[src/rtl/pulpino_pad_pkg.sv]
// Shared constants and helpers for the pad-side GPIO input path.
// Defaults and threshold clamping used by the debounce cells.
package pulpino_pad_pkg;

   localparam int GPIO_SYNC_STAGES_DEFAULT = 2;
   localparam int GPIO_DEB_CNT_WIDTH       = 16;

   // A programmed threshold of zero behaves like one.
   function automatic logic [31:0] thr_clamp(input logic [31:0] thr);
      return (thr == 32'd0) ? 32'd1 : thr;
   endfunction

endpackage

[src/rtl/gpio_debounce_cell.sv]
// One conditioned GPIO bit: synchroniser, debounce counter,
// committed level flop and registered rise/fall event flops.
module gpio_debounce_cell
   import pulpino_pad_pkg::*;
#(
   parameter int   SYNC_STAGES = GPIO_SYNC_STAGES_DEFAULT,
   parameter int   CNT_WIDTH   = GPIO_DEB_CNT_WIDTH,
   parameter logic RESET_VAL   = 1'b0
) (
   input  logic                 clk,
   input  logic                 rst_n,
   input  logic                 pad,
   input  logic                 deb_en,
   input  logic [CNT_WIDTH-1:0] thresh,
   output logic                 level,
   output logic                 rise,
   output logic                 fall,
   output logic                 evt_next
);

   logic [SYNC_STAGES-1:0] sync_q;
   logic [CNT_WIDTH-1:0]   cnt_q;
   logic [CNT_WIDTH-1:0]   cnt_next;
   logic                   stable_q;
   logic                   stable_next;
   logic                   rise_q;
   logic                   fall_q;
   logic                   s;
   logic [31:0]            thr;
   logic [31:0]            cnt_inc;

   assign s = sync_q[SYNC_STAGES-1];

   always_ff @(posedge clk or negedge rst_n) begin
      if (!rst_n) begin
         sync_q <= {SYNC_STAGES{RESET_VAL}};
      end else begin
         sync_q <= {sync_q[SYNC_STAGES-2:0], pad};
      end
   end

   // Conditions overlap, so the first matching arm wins.
   always_comb begin
      thr         = thr_clamp(32'(thresh));
      cnt_inc     = 32'(cnt_q) + 32'd1;
      stable_next = stable_q;
      cnt_next    = '0;
      priority case (1'b1)
         !deb_en:        stable_next = s;
         s == stable_q:  cnt_next    = '0;
         cnt_inc >= thr: stable_next = s;
         default:        cnt_next    = cnt_inc[CNT_WIDTH-1:0];
      endcase
   end

   always_ff @(posedge clk or negedge rst_n) begin
      if (!rst_n) begin
         cnt_q    <= '0;
         stable_q <= RESET_VAL;
         rise_q   <= 1'b0;
         fall_q   <= 1'b0;
      end else begin
         cnt_q    <= cnt_next;
         stable_q <= stable_next;
         rise_q   <= stable_next & ~stable_q;
         fall_q   <= ~stable_next & stable_q;
      end
   end

   assign level    = stable_q;
   assign rise     = rise_q;
   assign fall     = fall_q;
   assign evt_next = stable_next ^ stable_q;

endmodule

[src/rtl/gpio_in_conditioner.sv]
// Pad input conditioner: per-bit sync/debounce cells plus a
// registered summary event flag aligned with the edge pulses.
module gpio_in_conditioner
   import pulpino_pad_pkg::*;
#(
   parameter int                 NB_GPIO     = 32,
   parameter int                 SYNC_STAGES = GPIO_SYNC_STAGES_DEFAULT,
   parameter int                 CNT_WIDTH   = GPIO_DEB_CNT_WIDTH,
   parameter logic [NB_GPIO-1:0] RESET_VAL   = '0
) (
   input  logic                 clk,
   input  logic                 rst_n,
   input  logic [NB_GPIO-1:0]   gpio_pad_i,
   input  logic [NB_GPIO-1:0]   cfg_deb_en_i,
   input  logic [CNT_WIDTH-1:0] cfg_thresh_i,
   output logic [NB_GPIO-1:0]   gpio_in_o,
   output logic [NB_GPIO-1:0]   gpio_rise_o,
   output logic [NB_GPIO-1:0]   gpio_fall_o,
   output logic                 gpio_evt_o
);

   logic [NB_GPIO-1:0] evt_next;
   logic               evt_q;

   for (genvar i = 0; i < NB_GPIO; i++) begin : g_bit
      gpio_debounce_cell #(
         .SYNC_STAGES (SYNC_STAGES),
         .CNT_WIDTH   (CNT_WIDTH),
         .RESET_VAL   (RESET_VAL[i])
      ) u_cell (
         .clk      (clk),
         .rst_n    (rst_n),
         .pad      (gpio_pad_i[i]),
         .deb_en   (cfg_deb_en_i[i]),
         .thresh   (cfg_thresh_i),
         .level    (gpio_in_o[i]),
         .rise     (gpio_rise_o[i]),
         .fall     (gpio_fall_o[i]),
         .evt_next (evt_next[i])
      );
   end

   always_ff @(posedge clk or negedge rst_n) begin
      if (!rst_n) begin
         evt_q <= 1'b0;
      end else begin
         evt_q <= |evt_next;
      end
   end

   assign gpio_evt_o = evt_q;

endmodule

[config.mk]
export PLATFORM = sky130hd
export DESIGN_NAME = gpio_in_conditioner
export DESIGN_NICKNAME = d
export VERILOG_FILES = /design/src/rtl/pulpino_pad_pkg.sv /design/src/rtl/gpio_debounce_cell.sv /design/src/rtl/gpio_in_conditioner.sv
export SDC_FILE = /design/constraint.sdc
export NUM_CORES = 2
export LEC_CHECK = 0
export ABC_AREA = 1
export BUFFER_PORTS_ARGS = -buffer_cell sky130_fd_sc_hd__buf_2
export CAP_MARGIN = 30
export CORE_ASPECT_RATIO = 0.7
export CORE_MARGIN = 8
export CORE_UTILIZATION = 30
export CTS_BUF_LIST = sky130_fd_sc_hd__clkbuf_8
export CTS_CLUSTER_DIAMETER = 60
export DETAILED_ROUTE_END_ITERATION = 8
export HOLD_SLACK_MARGIN = 0.06
export PLACE_DENSITY = 0.55
export SLEW_MARGIN = 20
export SYNTH_ARGS = -nofsm -noshare
export SYNTH_HDL_FRONTEND = slang
export SYNTH_HIERARCHICAL = 1
export SYNTH_SLANG_ARGS = --single-unit
[constraint.sdc]
create_clock -name clk -period 5.2 [get_ports clk]
set_input_delay 0.78 -clock clk [delete_from_list [all_inputs] [get_ports clk]]
set_output_delay 0.78 -clock clk [all_outputs]
set_load 0.05 [all_outputs]
# Word level (Yosys, flattened, before mapping)
# Index checks and enable logic that the tools add are counted.
[word_totals]
inputBits = 82
out_inout_bits = 97
reg_bits = 673
elab_cells = 612
[op_classes]
n_lt_le_gt_ge = 32
n_addsub = 32
eq_ne = 32
bitwise = 160
muxes = 193
reduce_logical = 2
[ops]
columns = ["op", "count"]
rows = [
  ["16-bit 2-to-1 mux", 97],
  ["32-bit greater-or-equal comparator", 28],
  ["16-bit by 1-bit adder with 17-bit output (second input constant)", 32],
  ["32-bit by 16-bit greater-or-equal comparator with 1-bit output", 4],
  ["1-bit 2-to-1 mux", 96],
  ["1-bit bitwise AND", 64],
  ["1-bit inverter", 64],
  ["1-bit == test", 32],
  ["32-bit OR reduction", 1],
  ["1-bit bitwise XOR", 32],
  ["16-bit zero test", 1],
]

# Longest topological paths before layout
[logic_depth]
word_depth = 8
mapped_depth = 29
ltp_nobuf = 29

# Hierarchy
# The synthesis kept the hierarchy.
[modules_own_cells]
columns = ["mod", "area_per_inst_um2", "seq_area_each_um2", "n_inst", "cells_each"]
rows = [
  ["gpio_debounce_cell (g_bit[15].u_cell ...)", 1562.7, 525.5, 21, 204],
  ["gpio_debounce_cell (g_bit[0].u_cell ...)", 1614.0, 525.5, 10, 210],
  ["gpio_debounce_cell (g_bit[22].u_cell)", 1532.7, 525.5, 1, 190],
  ["gpio_in_conditioner", 203.9, 25.0, 1, 46],
]

# Least setup slack after synthesis
# OpenSTA, ideal clock, no wires.
[synth_timing]
path_kind = "register to register"
start = "register g_bit[22].u_cell.cnt_q[0]"
end = "register evt_q (netlist: gpio_evt_o)"
required_time_ns = 5.081
synth_period_minus_slack_ns = 3.163
setup_time_ns = 0.119
path_stages_with_launch = 29
path_buffers = 0
t_arrival_ns = 3.044
slack_ns = 2.037
path_cell_list = "dfrtp_1 > ha_1 > nand3_2 > nor2_4 > nand4_2 > nor2_1 > nand2_1 > xor2_1 > inv_1 > ha_1 > nand2_1 > nor2_1 > nand3_1 > nor2_1 > nor2_1 > nand2_1 > nand2_1 > nand2_1 > nand2_1 > nand2_1 > inv_1 > ha_1 > inv_1 > inv_1 > nand2_1 > nor2_2 > nand2_1 > nor2_1 > nand2_1"
[synth_between]
elab_chain_len = 7
[synth_lines]
columns = ["element", "line_no", "source"]
rows = [
  ["start, declared", "gpio_debounce_cell.sv:22", "logic [CNT_WIDTH-1:0] cnt_q;"],
  ["start signal, assigned", "gpio_debounce_cell.sv:63", "cnt_q <= cnt_next;"],
  ["16-bit by 1-bit adder with 17-bit output", "gpio_debounce_cell.sv:45", "cnt_inc = 32'(cnt_q) + 32'd1;"],
  ["32-bit greater-or-equal comparator", "gpio_debounce_cell.sv:51", "cnt_inc >= thr: stable_next = s;"],
  ["1-bit 2-to-1 mux (3 in a row)", "gpio_debounce_cell.sv:48", "priority case (1'b1)"],
  ["1-bit bitwise XOR", "gpio_debounce_cell.sv:73", "assign evt_next = stable_next ^ stable_q;"],
  ["via evt_next[22]", "gpio_in_conditioner.sv:22", "logic [NB_GPIO-1:0] evt_next;"],
  ["32-bit OR reduction", "gpio_in_conditioner.sv:47", "evt_q <= |evt_next;"],
  ["end signal, assigned", "gpio_in_conditioner.sv:47", ""],
  ["end, declared", "gpio_in_conditioner.sv:23", "logic evt_q;"],
]
# The timed path passes the listed nets, and every way through them passes these cells.

# Final worst setup path
[layout_timing]
start = "register g_bit[3].u_cell.cnt_q[0]"
end = "register evt_q (netlist: gpio_evt_o)"
[layout_between]
elab_chain_len = 7
[layout_lines]
columns = ["element", "line_no"]
rows = [
  ["start, declared", "gpio_debounce_cell.sv:22"],
  ["start signal, assigned", "gpio_debounce_cell.sv:63"],
  ["16-bit by 1-bit adder with 17-bit output", "gpio_debounce_cell.sv:45"],
  ["32-bit greater-or-equal comparator", "gpio_debounce_cell.sv:51"],
  ["1-bit 2-to-1 mux (3 in a row)", "gpio_debounce_cell.sv:48"],
  ["1-bit bitwise XOR", "gpio_debounce_cell.sv:73"],
  ["via evt_next[3]", "gpio_in_conditioner.sv:22"],
  ["32-bit OR reduction", "gpio_in_conditioner.sv:47"],
]
# The timed path passes the listed nets, and every way through them passes these cells.

==> summary.txt <==
Critical path launch point type = flip-flop
Sequential area share after synthesis = 33.22%
Mapped Avg Cell Area = 7.658 µm²
Nets = 7644
Die W = 507.3 µm
Post-synth top flop = dfrtp_1
Clock sink total = 673
Post-Synthesis Cells = 6620
PwrDens = 224.7 nW/µm²
Fmax achieved = 0.2412 GHz
Max VDD drop = 0.1919 mV
Worst Setup Path Type = flip-flop to flip-flop
CTS tree = built
Total Die Area = 182600 µm²
CTS root buffer = clkbuf_8
Cts hold-fix bufs = 33
Layout cells sized above 1 = 14.80%
Static Leakage = 33.84 nW
DR DRC count = 0
CTS clk-pin slew, worst paths = 70 ps
Core area = 168200 µm²
Critical path arrival = 4890 ps
Max Slew Vio Count = 0
Status = completed
Setup crit end kind = flip-flop
Grt total ovfl = 0
Largest net degree at the start of global routing = 116
DRT antenna net count = 0
Tightest Pin Transition = 967.5 ps
Clock Tree Buf Depth = 3
First-pass GRT wire length = 224300 µm
Post-Syn Area = 50690 µm²
Max_cap viols = 0
Syn-to-layout area delta = 13.89%
Vias/cell = 4.396
Setup Fix Bufs, Post-CTS = 0
Worst-Skew Late Latency = 880 ps
Initial Utilization = 30.14%
Number of antenna violations at the first check in global routing = 11
GPL Wtd Cong = 0.8443
Detailed-route via count = 41.02k
Dpl ws = 744.1 ps
Dpl hpwl = 104100 µm
First DRT Iteration DRCs = 2646
FILL cells = 17.68k
Crit share post-route = 79.73%
Number of enable flip-flop cells after synthesis = 0
Clk_skew = 71.02 ps
Placed insts = 9071
FF+latch count, synth = 673
Final setup margin = 1054 ps
Hold Path Class = flip-flop to flip-flop
Cts repair resizes = 0
Yosys cell types = 34
Yosys Warn Count = 6
Final Setup Violations = 0
Slew HR = 35.50%
Wire per inst = 15.11 µm
Number of global-route vias before repair = 40.11k
Syn Nets = 7278
# IOs = 179
H-tree Lvls = 3
First drt pass iteration count = 6
Crit path time final = 4146 ps
Final setup TNS = 0 ps
RSZ-0062 raised after global routing = false
PortBufs = 178
# rows = 126
CP max FO = 4
Die height = 359.9 µm
GRT Total Usage = 15.29%
Synth async-reset ratio = 100.0%
Commonest non-fill, non-tap cells in the layout = inv_1, nand2_1, nor2_1, dfrtp_1, ha_1
Hold Violations, Final = 0
Worst EP required = 5940 ps
Most common cell after layout, fill and taps aside = inv_1
Non-filler cells in the finished layout = 9332
TritonCTS buffer count = 120
Final wirelength = 141000 µm
[where the power goes]
group,internal (mW),switching [mW],leakage (nW)
logic,0.517,1.38,23.3
clock network,3.08,2.53,1.50
registers,5.36,0.104,9.07
total,8.96,4.02,33.8
[metal layers]
layer	vias to the layer above	part of all wire, %	global-route usage [%]
li1	20870	-	-
met1	19070	49	21.41
met2	845	43	24.18
met3	240	5.1	3.031
met4	0	2.5	3.783
met5	-	0	0
[stage by stage]
| step | total power, mW | instance area, µm² | utilization, % | hold WS, ps |
|---|---|---|---|---|
| 2_1_floorplan | 6.657 | 50690 | - | 331.2 |
| 3_3_place_gp | 7.450 | 54680 | 32.51 | 332.4 |
| 5_1_grt | 13.70 | 57730 | 34.32 | 292.1 |
| 4_1_cts | 13.27 | 57730 | 34.32 | 233.3 |
| 6_report | 12.97 | 57740 | 34.32 | 338.9 |
| 3_5_place_dp | 7.468 | 54680 | 32.51 | 334.7 |
[path summary, 6_finish.rpt]
kind                                                      start                              endpoint  slack (ps)  cells past startpoint
hold / removal             g_bit[15].u_cell/sync_q[0]$_DFF_PN0_  g_bit[15].u_cell/sync_q[1]$_DFF_PN0_         340                      0
setup / recovery             g_bit[3].u_cell/cnt_q[0]$_DFF_PN0_                  gpio_evt_o$_DFF_PN0_        1050                     26
min in group asynchronous                                 rst_n  g_bit[12].u_cell/sync_q[0]$_DFF_PN0_         520                      2
max in group asynchronous                                 rst_n  g_bit[21].u_cell/cnt_q[11]$_DFF_PN0_        3350                      3
hold reg to reg            g_bit[15].u_cell/sync_q[0]$_DFF_PN0_  g_bit[15].u_cell/sync_q[1]$_DFF_PN0_         340                      0
setup reg to reg             g_bit[3].u_cell/cnt_q[0]$_DFF_PN0_                  gpio_evt_o$_DFF_PN0_        1050                     26
[sequential cells by signal, summed over array words and instances, names as in the netlist]
signal               cells
g_bit.u_cell/level      32
g_bit.u_cell/sync_q     64
g_bit.u_cell/rise       32
g_bit.u_cell/cnt_q     512
gpio_evt_o               1
g_bit.u_cell/fall       32
[critical path: stages, from the launching register on]
cell,delay (ps)
dfrtp_1,400
ha_1,230
nand3_2,120
nor2_4,160
nand2_2,100
nor2_1,200
nand3_1,120
xor2_1,220
inv_1,70
ha_1,300
nand2_1,70
inv_1,90
nand2_1,60
nor2_1,90
nand2_1,60
nand3_1,60
nand2_1,120
nand3_1,110
nand2_1,60
nand2_1,70
inv_1,40
ha_1,260
inv_1,30
nor2_1,460
nand4_1,280
nor2_1,160
nand2_1,60
[cell type report]
| type | count | area, µm² | share of cell area (%) |
|---|---|---|---|
| antenna | 3 | 7.507 | 0.01300 |
| clock buffer | 160 | 2202 | 3.814 |
| clock inverter | 65 | 518.0 | 0.8972 |
| inverter | 1706 | 6404 | 11.09 |
| multi-input combinational | 4209 | 27090 | 46.92 |
| sequential | 673 | 16840 | 29.17 |
| tap | 2240 | 2803 | 4.854 |
| timing repair buffer | 276 | 1872 | 3.242 |
[synth_stat cells (2+ instances only)]
cell type     n  area share (%)
inv_1      1695              13
nand2_1    1199             8.9
nor2_1      678             5.0
dfrtp_1     673              33
ha_1        576              14
nor2_2      365             4.5
xor2_1      332             5.7
nand3_1     256             2.5
nand4_1     135             1.7
a21oi_1     127             1.3
nor4_1       98             1.2
xnor2_1      94             1.6
nand2_2      63            0.78
nor2_4       52             1.2
a41o_1       32            0.63
buf_6        32            0.71
nand2_4      31            0.69
nand4_4      31             1.3
nand3_2      23            0.45
nor3_2       21            0.41
o21a_1       21            0.31
a21o_1       12            0.18
nor3_1       12            0.12
inv_2        11           0.081
nand3b_1     11            0.16
o21ai_0      11            0.11
o21bai_1     11            0.16
o31ai_1      10            0.15
and2_1        2           0.025
nand4_2       2           0.049
[cells by family after synthesis]
kind of cell	count (synthesis)	synth area share [%]
AND/OR/NAND/NOR	2981	29.02
adder cells (fa/ha/maj)	576	14.22
AO/OA/AOI/OAI	225	2.811
flip-flops	673	33.22
XOR/XNOR	427	7.392
buffers and inverters	1738	13.34
No activity file was read; power rests on OpenSTA's default activity.
